<file path="src/rtl/ftdi_tx_arbiter.sv">
// ftdi_tx_arbiter
//   Shares the FTDI FIFO transmit write port between pNumReq byte-stream
//   producers. A round-robin arbiter picks one requester at a time, and each
//   grant is sent as a single packet:
//     {4'hA, channel} , length , payload[0..length-1] [, xor trailer]
//   A length of 0 gives a header-only packet.
//
//   Optional feature (macro FTDI_ARB_CHKSUM_EN): after the payload, a TRAIL
//   byte is appended. It holds the XOR of every header and payload byte. The
//   length field in the header does not count the trailer.
//
// Ports
//   iClk      system clock (48 MHz)
//   iRst_n    asynchronous active-low reset
//   iReq      per-requester packet request (level, held until granted)
//   iReqLen   packed payload lengths, slice k -> requester k
//   iData     packed show-ahead payload bytes, slice k -> requester k
//   oGnt      one-hot grant, held for the whole packet
//   oDataAck  one-cycle pop strobe to the granted requester per payload byte
//   oTxData   byte to the FIFO TX input
//   oTxEn     FIFO write strobe (never asserted while iTxFull is high)
//   iTxFull   FIFO full
//   oBusy     packet in progress
//   oPktDone  pulses on the cycle the last byte of a packet is written
module ftdi_tx_arbiter #(
  parameter int pNumReq    = 4,
  parameter int pDataWidth = 8,
  parameter int pLenWidth  = 8
) (
  input  logic                            iClk,
  input  logic                            iRst_n,
  input  logic [pNumReq-1:0]              iReq,
  input  logic [pNumReq*pLenWidth-1:0]    iReqLen,
  input  logic [pNumReq*pDataWidth-1:0]   iData,
  output logic [pNumReq-1:0]              oGnt,
  output logic [pNumReq-1:0]              oDataAck,
  output logic [7:0]                      oTxData,
  output logic                            oTxEn,
  input  logic                            iTxFull,
  output logic                            oBusy,
  output logic                            oPktDone
);

  typedef enum logic [2:0] {
    IDLE,
    HDR0,
    HDR1,
    PAYLOAD
`ifdef FTDI_ARB_CHKSUM_EN
    , TRAIL
`endif
  } tState;

  tState                  state, stateNext;
  logic [3:0]             chan;       // latched channel index of the grant
  logic [3:0]             ptr;        // last granted requester
  logic [pLenWidth-1:0]   len;        // latched payload length
  logic [pLenWidth-1:0]   cnt;        // payload bytes already written
  logic [pLenWidth-1:0]   lenLast;
  logic [pNumReq-1:0]     reqRot;
  logic [4:0]             rotAmt;
  logic                   anyReq;
  logic [3:0]             win;
  logic [pLenWidth-1:0]   winLen;
  logic [7:0]             payByte;
  int                     off;
  int                     pos;
`ifdef FTDI_ARB_CHKSUM_EN
  logic [7:0]             chk;
`endif

  assign lenLast = len - pLenWidth'(1);

  // Round-robin pick. The request vector is rotated so that bit 0 is the
  // requester right after the pointer. The lowest set bit is then the
  // winner, counted as an offset from pointer+1.
  always_comb begin : arbSel
    // NOTE: every variable gets a default before any branch, so no path
    // leaves one unassigned and no latch is inferred.
    rotAmt = {1'b0, ptr} + 5'd1;
    reqRot = pNumReq'({iReq, iReq} >> rotAmt);
    anyReq = |iReq;
    off    = 0;
    for (int i = pNumReq - 1; i >= 0; i--) begin
      if (reqRot[i]) off = i;
    end
    pos = int'(ptr) + 1 + off;
    if (pos >= pNumReq) pos = pos - pNumReq;
    win    = 4'(pos);
    winLen = '0;
    for (int k = 0; k < pNumReq; k++) begin
      if (win == 4'(k)) winLen = iReqLen[k*pLenWidth +: pLenWidth];
    end
  end

  // Show-ahead byte of the granted requester, passed straight through.
  always_comb begin : paySel
    payByte = '0;
    for (int k = 0; k < pNumReq; k++) begin
      if (chan == 4'(k)) payByte = iData[k*pDataWidth +: 8];
    end
  end

  always_ff @(posedge iClk or negedge iRst_n) begin : stateReg
    // NOTE: all sequential state uses non-blocking assignments. Every
    // register then samples pre-edge values, whatever order the blocks run in.
    if (!iRst_n) state <= IDLE;
    else         state <= stateNext;
  end

  // Next state and outputs. A byte is consumed only on an edge where oTxEn
  // is high, so each transition below is gated by oTxEn. While iTxFull
  // stalls the packet, the state and oTxData hold.
  always_comb begin : fsmComb
    stateNext = state;
    oBusy     = (state != IDLE);
    oTxEn     = (state != IDLE) && !iTxFull;
    oTxData   = '0;
    oDataAck  = '0;
    oPktDone  = 1'b0;
    case (state)
      IDLE: begin
        if (anyReq) stateNext = HDR0;
      end
      HDR0: begin
        oTxData = {4'hA, chan};
        if (oTxEn) stateNext = HDR1;
      end
      HDR1: begin
        oTxData = 8'(len);
        if (oTxEn) begin
          if (len == '0) begin
`ifdef FTDI_ARB_CHKSUM_EN
            stateNext = TRAIL;
`else
            stateNext = IDLE;
            oPktDone  = 1'b1;
`endif
          end else begin
            stateNext = PAYLOAD;
          end
        end
      end
      PAYLOAD: begin
        oTxData  = payByte;
        oDataAck = oTxEn ? oGnt : '0;
        if (oTxEn && cnt == lenLast) begin
`ifdef FTDI_ARB_CHKSUM_EN
          stateNext = TRAIL;
`else
          stateNext = IDLE;
          oPktDone  = 1'b1;
`endif
        end
      end
`ifdef FTDI_ARB_CHKSUM_EN
      TRAIL: begin
        oTxData = chk;
        if (oTxEn) begin
          stateNext = IDLE;
          oPktDone  = 1'b1;
        end
      end
`endif
      default: stateNext = IDLE;
    endcase
  end

  // Grant, latched request fields, pointer and payload counter. Request
  // inputs are looked at only in IDLE, so changes after the grant have no
  // effect on the packet in flight.
  always_ff @(posedge iClk or negedge iRst_n) begin : dataReg
    if (!iRst_n) begin
      oGnt <= '0;
      chan <= '0;
      len  <= '0;
      cnt  <= '0;
      ptr  <= 4'(pNumReq - 1);
`ifdef FTDI_ARB_CHKSUM_EN
      chk  <= '0;
`endif
    end else begin
      if (state == IDLE && anyReq) begin
        oGnt <= pNumReq'(1) << win;
        chan <= win;
        len  <= winLen;
        ptr  <= win;
        cnt  <= '0;
      end
      if (state == PAYLOAD && oTxEn) cnt <= cnt + pLenWidth'(1);
      if (state != IDLE && stateNext == IDLE) oGnt <= '0;
`ifdef FTDI_ARB_CHKSUM_EN
      if (state == IDLE) chk <= '0;
      else if (oTxEn && state inside {HDR0, HDR1, PAYLOAD}) chk <= chk ^ oTxData;
`endif
    end
  end

endmodule
</file>
<file path="config.mk">
export PLATFORM = sky130hd
export DESIGN_NAME = ftdi_tx_arbiter
export DESIGN_NICKNAME = d
export VERILOG_FILES = /design/src/rtl/ftdi_tx_arbiter.sv
export SDC_FILE = /design/constraint.sdc
export NUM_CORES = 1
export LEC_CHECK = 0
export ABC_AREA = 1
export CAP_MARGIN = 5
export CELL_PAD_IN_SITES_DETAIL_PLACEMENT = 0
export CELL_PAD_IN_SITES_GLOBAL_PLACEMENT = 1
export CORE_MARGIN = 10
export CORE_UTILIZATION = 35
export CTS_BUF_LIST = sky130_fd_sc_hd__clkbuf_16
export DETAILED_ROUTE_END_ITERATION = 8
export PLACE_DENSITY = 0.92
export REMOVE_ABC_BUFFERS = 1
export SLEW_MARGIN = 20
export SYNTH_ARGS = -nofsm -noshare
export SYNTH_HDL_FRONTEND = slang
export SYNTH_SLANG_ARGS = --single-unit
</file>
<file path="constraint.sdc">
create_clock -name iClk -period 4.96 [get_ports iClk]
set_input_delay 1.488 -clock iClk [delete_from_list [all_inputs] [get_ports iClk]]
set_output_delay 1.488 -clock iClk [all_outputs]
set_load 0.005 [all_outputs]
</file>
==> results.tsv, run 1 <==
stage	metric	value	unit
pwr	switching_power	0.00172	W
synth	syn_area	2790	um^2
pwr	peakVddDrop	0.559	mV
final_layout	fin_cells	605	
setup_path	r2r_slack	1.31	ns
synth	ys_types	44	
detailed_routing	totalWireLength	9350	um
die	die_h	109	um
clocking	cts_max_path_buffers	2	
timing	max-slew-margin-rel	60.4	%
final_layout	diodes	0	
detailed_routing	post_drt_wl_per_cell	15.4	um
outcome	status	completed	
timing	setup_violations	0	
pwr	clkPwrFrac	9.1	%
setup_path	cpPeakStageDelay	0.54	ns
final_layout	final_layout_size_suffix_gt1_share	11.7	%
clocking	cts.sinks	29	
min_path	hp-class	register to register	
flow_run	cap_violations	0	
die	fp.dieArea	12000	um^2
setup_path	arrival	3.27	ns
place	port_buffers	89	
final_layout	area_growth_syn_to_layout	42.2	%
grt	grt_overflow	0	
clocking	cts_hold_buf	0	
detailed_routing	firstDrtPassIters	5	
pwr	p_int	0.00136	W
pwr	power_density	775	nW/um^2
pwr	leakage	1.82	nW
die	io-pin-count	90	
timing	final.period_utilization	95.9	%
synth	syn_inst	409	
place	place_congestion	0.838	
clocking	cts_buffers	5	
detailed_routing	drt_iter0_drc	172	
setup_path	reg2reg_depth	25	
pwr	p_seq_share	14.0	%
final_layout	num-nets-final	581	
timing	worst_pin_slew	0.593	ns
grt	grt_start_max_net_pins	30	
pwr	combPwrFrac	76.8	%
pwr	switching_share	55.9	%
timing	clock.fmax	210	MHz
timing	hold_viol_final	0	
setup_path	path_cells	clkdlybuf4s50_1 > nor2_2 > nand2_1 > nor2_1 > nand3_1 > nor2_1 > nand3_1 > o22ai_1 > clkdlybuf4s50_1	
die	num_rows	32	
grt	grt_pass1_vias	2938	
final_layout	fin_util	51.4	%
die	core_area	7730	um^2
setup_path	crit_fanout	4	
place	dp_hpwl	7390	um
detailed_routing	via_per_inst	5.15	
timing	min_period	4.76	ns
timing	drv_slew	0	
min_path	whs_path_depth	1	
setup_path	start_kind	input pin	
detailed_routing	antenna_left	0	
setup_path	cp_data_required_time	3.47	ns
clocking	htree_levels	2	
setup_path	crit_path_end_kind	output pin	
timing	clock_skew	0.00578	ns
grt	grt_pass1_wl	14500	um
synth	seq_area_frac_synth	26.1	%
setup_path	crit_type	input pin to output pin	
die	start_util	36.1	%
setup_path	worst_path_max_delay_cell	clkdlybuf4s50_1	
clocking	cts_tree	built	
synth	synth_seq_cells	29	
clocking	cts-root-buf	clkbuf_16	
place	place_inst	592	
clocking	clkTransAtPathRegs	0.05	ns
final_layout	n_fill_cell	719	
grt	antenna_found_initial	0	
die	die_x	109	um
synth	syn_avg_cell_area	6.83	um^2
clocking	clock_latency	0.28	ns
synth	synth_warnings	0	
detailed_routing	remaining_drc_errors	0	
detailed_routing	vias	3118	
grt	gr-usage-all-layers	15.0	%
==> per-stage QoR <==
step / hold slack, ns / power (W) / instance area [um^2] / setup WS, ns / setup TNS [ns]
after CTS: 0.496 / 0.00278 / 3880 / 0.193 / 0
after floorplan: 0.449 / 0.00189 / 2670 / 0.745 / 0
after global placement: 0.472 / 0.00243 / 3740 / 0.0880 / 0
after detailed placement: 0.490 / 0.00249 / 3740 / -0.0777 / -0.329
after global routing: 0.532 / 0.00334 / 3970 / -0.00293 / -0.00293
final: 0.510 / 0.00308 / 3970 / 0.203 / 0
==> critical path: cells and delay by family <==
kind | cells | cell delay, ns
simple gates | 6 | 0.62
buf+inv | 2 | 1.03
compound gates | 1 | 0.14
==> cell families after synthesis <==
kind of cell               count (synthesis)  share of synthesized area (%)
and+or+nand+nor                          225                           40.5
AOI/OAI and AO/OA                         69                           14.6
buffers and inverters                     66                           11.4
DFF                                       29                           26.1
xor gates and xnor gates                  11                           3.45
adders and majority gates                  8                           3.85
other                                      1                          0.134
==> path summary, 6_finish.rpt <==
check	start	to
setup reg to reg	chan[2]	len[7]
max in group asynchronous	iRst_n	ptr[1]
min in group asynchronous	iRst_n	cnt[2]
hold reg to reg	cnt[7]	cnt[7]
hold / removal	cnt[7]	cnt[7]
setup / recovery	iTxFull	oPktDone
==> final cells by class <==
class | count | area (um^2) | share of cell area (%)
multi-input cells | 316 | 1820 | 45.7
repair buffers | 99 | 966 | 24.3
flip-flops and latches | 29 | 728 | 18.3
inverters | 51 | 194 | 4.88
well taps | 102 | 128 | 3.21
clock buffers | 5 | 125 | 3.15
clock inverters | 3 | 13.8 | 0.347
==> registers in the layout, summed over array words and instances, names as in the netlist <==
register / count
cnt: 8
chan: 4
ptr: 2
oGnt: 4
len: 8
state: 3
==> synth_stat cells, drive strengths merged <==
library cell   n  area (um^2)
o211ai         5         37.5
inv           51          194
nand4         31          206
clkbuf         4         15.0
nand2         97          409
buf           11          109
dfstp          2         52.6
dfrtp         27          676
a41oi          1         8.76
xnor2          3         26.3
o22ai          3         18.8
nand3b         1         20.0
conb           1         3.75
nor2          51          211
o31ai          1         7.51
a221oi         1         8.76
nand3         37          218
ha             7         87.6
a22oi          1         7.51
a22o           1         8.76
fa             1         20.0
a32oi          1         8.76
xor2           8         70.1
a21oi         19         95.1
o21ai         30          154
nor3           8         66.3
o32ai          1         8.76
o221ai         5         43.8
==> layer usage <==
layer | vias up | GRT usage (%) | wire [um]
met4 | 0 | 3.90 | 123
li1 | 1582 | - | -
met5 | - | 0 | 0
met1 | 1435 | 18.8 | 4050
met3 | 9 | 3.86 | 634
met2 | 92 | 24.9 | 4540
==> what timing repair did <==
action                                 in CTS  in global routing
buffers inserted                            0                  3
setup endpoints to repair                   0                 12
resized for setup                           0                 11
endpoints found under the hold margin       0                  0
==> power groups by stage <==
stage,sequential [W],combinational [W],clock [W]
floorplan,0.000398,0.00150,0
global placement,0.000428,0.00200,0
detailed placement,0.000432,0.00206,0
CTS,0.000429,0.00207,0.000287
global route,0.000444,0.00260,0.000299
finish,0.000431,0.00237,0.000282
==> layout by cell type, fill, tap and decap left out, types with 4 or more instances in the layout <==
| master | instances |
|---|---|
| clkdlybuf4s50_1 | 89 |
| nand2_1 | 86 |
| inv_1 | 48 |
| nor2_1 | 44 |
| nand3_1 | 32 |
| nand4_1 | 29 |
| dfrtp_1 | 27 |
| o21ai_0 | 23 |
| a21oi_1 | 17 |
| buf_4 | 10 |
| xor2_1 | 8 |
| ha_1 | 7 |
| nand2_4 | 6 |
| nand2_2 | 6 |
| o21ai_1 | 6 |
| nor2_2 | 6 |
| o221ai_1 | 5 |
| o211ai_1 | 5 |
| clkbuf_16 | 5 |
| nor3_2 | 4 |
(Power assumes the default switching activity.)
==> run 2, diff against run 1 <==
--- a/config.mk
+++ b/config.mk
@@ -7,8 +7,9 @@
 export LEC_CHECK = 0
 export ABC_AREA = 1
 export CAP_MARGIN = 5
-export CELL_PAD_IN_SITES_DETAIL_PLACEMENT = 0
+export CELL_PAD_IN_SITES_DETAIL_PLACEMENT = 1
 export CELL_PAD_IN_SITES_GLOBAL_PLACEMENT = 1
+export CORE_ASPECT_RATIO = 1.25
 export CORE_MARGIN = 10
 export CORE_UTILIZATION = 35
 export CTS_BUF_LIST = sky130_fd_sc_hd__clkbuf_16
==> results.tsv, run 2 (synthesis gave the netlist of run 1 again) <==
stage	metric	value	unit
outcome	status	completed	
final_layout	n_fill_cell	1025	
clocking	htree_levels	2	
clocking	cts.sinks	29	
clocking	clock_latency	0.28	ns
detailed_routing	antenna_left	0	
grt	grt_overflow	0	
grt	antenna_found_initial	0	
place	dp_hpwl	8580	um
die	core_area	7790	um^2
timing	clock.fmax	209	MHz
final_layout	multi_input_area	1770	um^2
grt	grt_start_max_net_pins	30	
clocking	cts_buffers	5	
pwr	clkPwrFrac	9.3	%
clocking	cts-root-buf	clkbuf_16	
pwr	switching_share	55.8	%
timing	hold_viol_final	0	
setup_path	r2r-end	oGnt[3]	
final_layout	seqCellArea	728	um^2
timing	drv_slew	0	
die	num_rows	36	
timing	setup_violations	0	
final_layout	num-nets-final	582	
detailed_routing	post_drt_wl_per_cell	18.9	um
min_path	hold_end	cnt[7]	
final_layout	area_growth_syn_to_layout	41.3	%
pwr	power_density	807	nW/um^2
grt	grt_pass1_wl	18000	um
final_layout	top_regs	cnt x8, len x8	
pwr	power.total	0.00318	W
min_path	whs_path_depth	1	
detailed_routing	vias	3292	
final_layout	mostFrequentLayoutCells	clkdlybuf4s50_1, nand2_1, inv_1, nor2_1, nand3_1	
pwr	leakage	1.84	nW
timing	final.period_utilization	96.6	%
place	place_congestion	0.903	
flow_run	cap_violations	0	
detailed_routing	totalWireLength	11300	um
timing	worst_pin_slew	0.736	ns
detailed_routing	drt_iter0_drc	169	
die	fp.dieArea	12000	um^2
die	start_util	35.8	%
detailed_routing	firstDrtPassIters	4	
setup_path	cp_data_required_time	5.18	ns
timing	tns	0	ns
min_path	hold_start	cnt[7]	
pwr	combPwrFrac	76.8	%
setup_path	start_kind	input pin	
grt	grt_pass1_vias	3616	
timing	clock_skew	0.00759	ns
clocking	cts_max_path_buffers	2	
grt	gr-usage-all-layers	18.0	%
final_layout	diodes	0	
setup_path	crit_type	input pin to register	
pwr	switching_power	0.00178	W
die	die_x	99.9	um
pwr	p_int	0.00141	W
setup_path	r2r_start	ptr[0]	
final_layout	final_common_cell	clkdlybuf4s50_1	
final_layout	final_layout_size_suffix_gt1_share	12.1	%
pwr	peakVddDrop	0.714	mV
timing	min_period	4.79	ns
pwr	p_seq_share	13.9	%
setup_path	reg2reg_depth	21	
die	io-pin-count	90	
detailed_routing	via_per_inst	5.50	
detailed_routing	remaining_drc_errors	0	
setup_path	r2r_slack	1.19	ns
timing	max-slew-margin-rel	50.9	%
place	port_buffers	89	
min_path	hp-class	register to register	
die	die_h	120	um
setup_path	crit_path_end_kind	register	
setup_path	crit_fanout	7	
clocking	clkTransAtPathRegs	0.06	ns
setup_path	arrival	5.02	ns
clocking	cts_tree	built	
run 2: cell count changes in the layout (fill, tap and decap cells not counted), moves of 2 or more:
cell	previous run	this run
o21ai_1	6	9
nand3_2	2	4
o21ai_0	23	19
inv_1	48	46
nand2_4	6	4
nand3_4	3	1
buf_6	0	2
clkinv_1	0	2
run 2: worst max-delay path: stages:
cell and delay [ns]:
clkdlybuf4s50_1 0.47, inv_1 0.06, o21ai_1 0.18, nand3_1 0.11
o21ai_2 0.08, inv_1 0.06, a21oi_1 0.15, nor2_1 0.06
ha_1 0.22, fa_1 0.42, inv_2 0.09, nand2_1 0.07
nand2_2 0.09, inv_1 0.09, ha_1 0.21, nand2_2 0.08
nand2_2 0.06, nor2_2 0.14, nand3_2 0.13, nand2_4 0.16
nand3b_4 0.13, o21ai_0 0.31, nand2_1 0.09, inv_1 0.06
run 2: power groups by stage:
stage	clock (W)	combinational (W)	sequential (W)
after floorplan	0	0.00150	0.000398
after global placement	0	0.00206	0.000430
after detailed placement	0	0.00217	0.000438
after CTS	0.000292	0.00221	0.000436
after global routing	0.000302	0.00269	0.000454
final	0.000295	0.00245	0.000442
run 2: metrics by stage:
stage	instance area [um^2]	setup WS (ns)	cells	util [%]	hold WS, ns
floorplan	2670	0.745	394	-	0.449
global placement	3730	0.105	585	47.9	0.467
detailed placement	3730	-0.208	585	47.9	0.493
CTS	3870	0.0318	593	49.6	0.498
global route	3950	-0.122	599	50.6	0.526
finish	3950	0.168	599	50.6	0.508
run 2: layout make-up:
| class | count | area share, % |
|---|---|---|
| tap | 95 | 3.01 |
| multi-input combinational | 314 | 44.8 |
| timing repair buffer | 102 | 25.3 |
| inverter | 51 | 4.92 |
| clock buffer | 5 | 3.17 |
| sequential | 29 | 18.5 |
| clock inverter | 3 | 0.317 |
run 2: how the worst max path moves through the flow:
stage | end | cells after the start | start | slack (ns)
2_1_floorplan | len[0] | 24 | iReq[3] | 0.74
3_3_place_gp | len[2] | 24 | iReq[2] | 0.11
3_5_place_dp | len[0] | 23 | iReq[3] | -0.21
4_1_cts | len[2] | 25 | iReq[3] | 0.03
5_1_grt | len[1] | 25 | iReq[2] | -0.12
6_report | oGnt[3] | 24 | iReq[1] | 0.17
run 2: layer usage:
| layer | share of wire (%) | global-route usage, % | up-vias |
|---|---|---|---|
| met5 | 0 | 0 | - |
| met4 | 2.4 | 6.01 | 0 |
| met3 | 7.8 | 4.71 | 23 |
| met2 | 50 | 32.3 | 120 |
| met1 | 40 | 19.9 | 1585 |
| li1 | - | - | 1564 |
run 2: what timing repair did:
| action | 4_1_cts | 5_1_grt |
|---|---|---|
| gates resized for setup | 0 | 15 |
| buffers inserted | 0 | 6 |
| hold buffers | 0 | 0 |
| setup endpoints to repair | 0 | 13 |
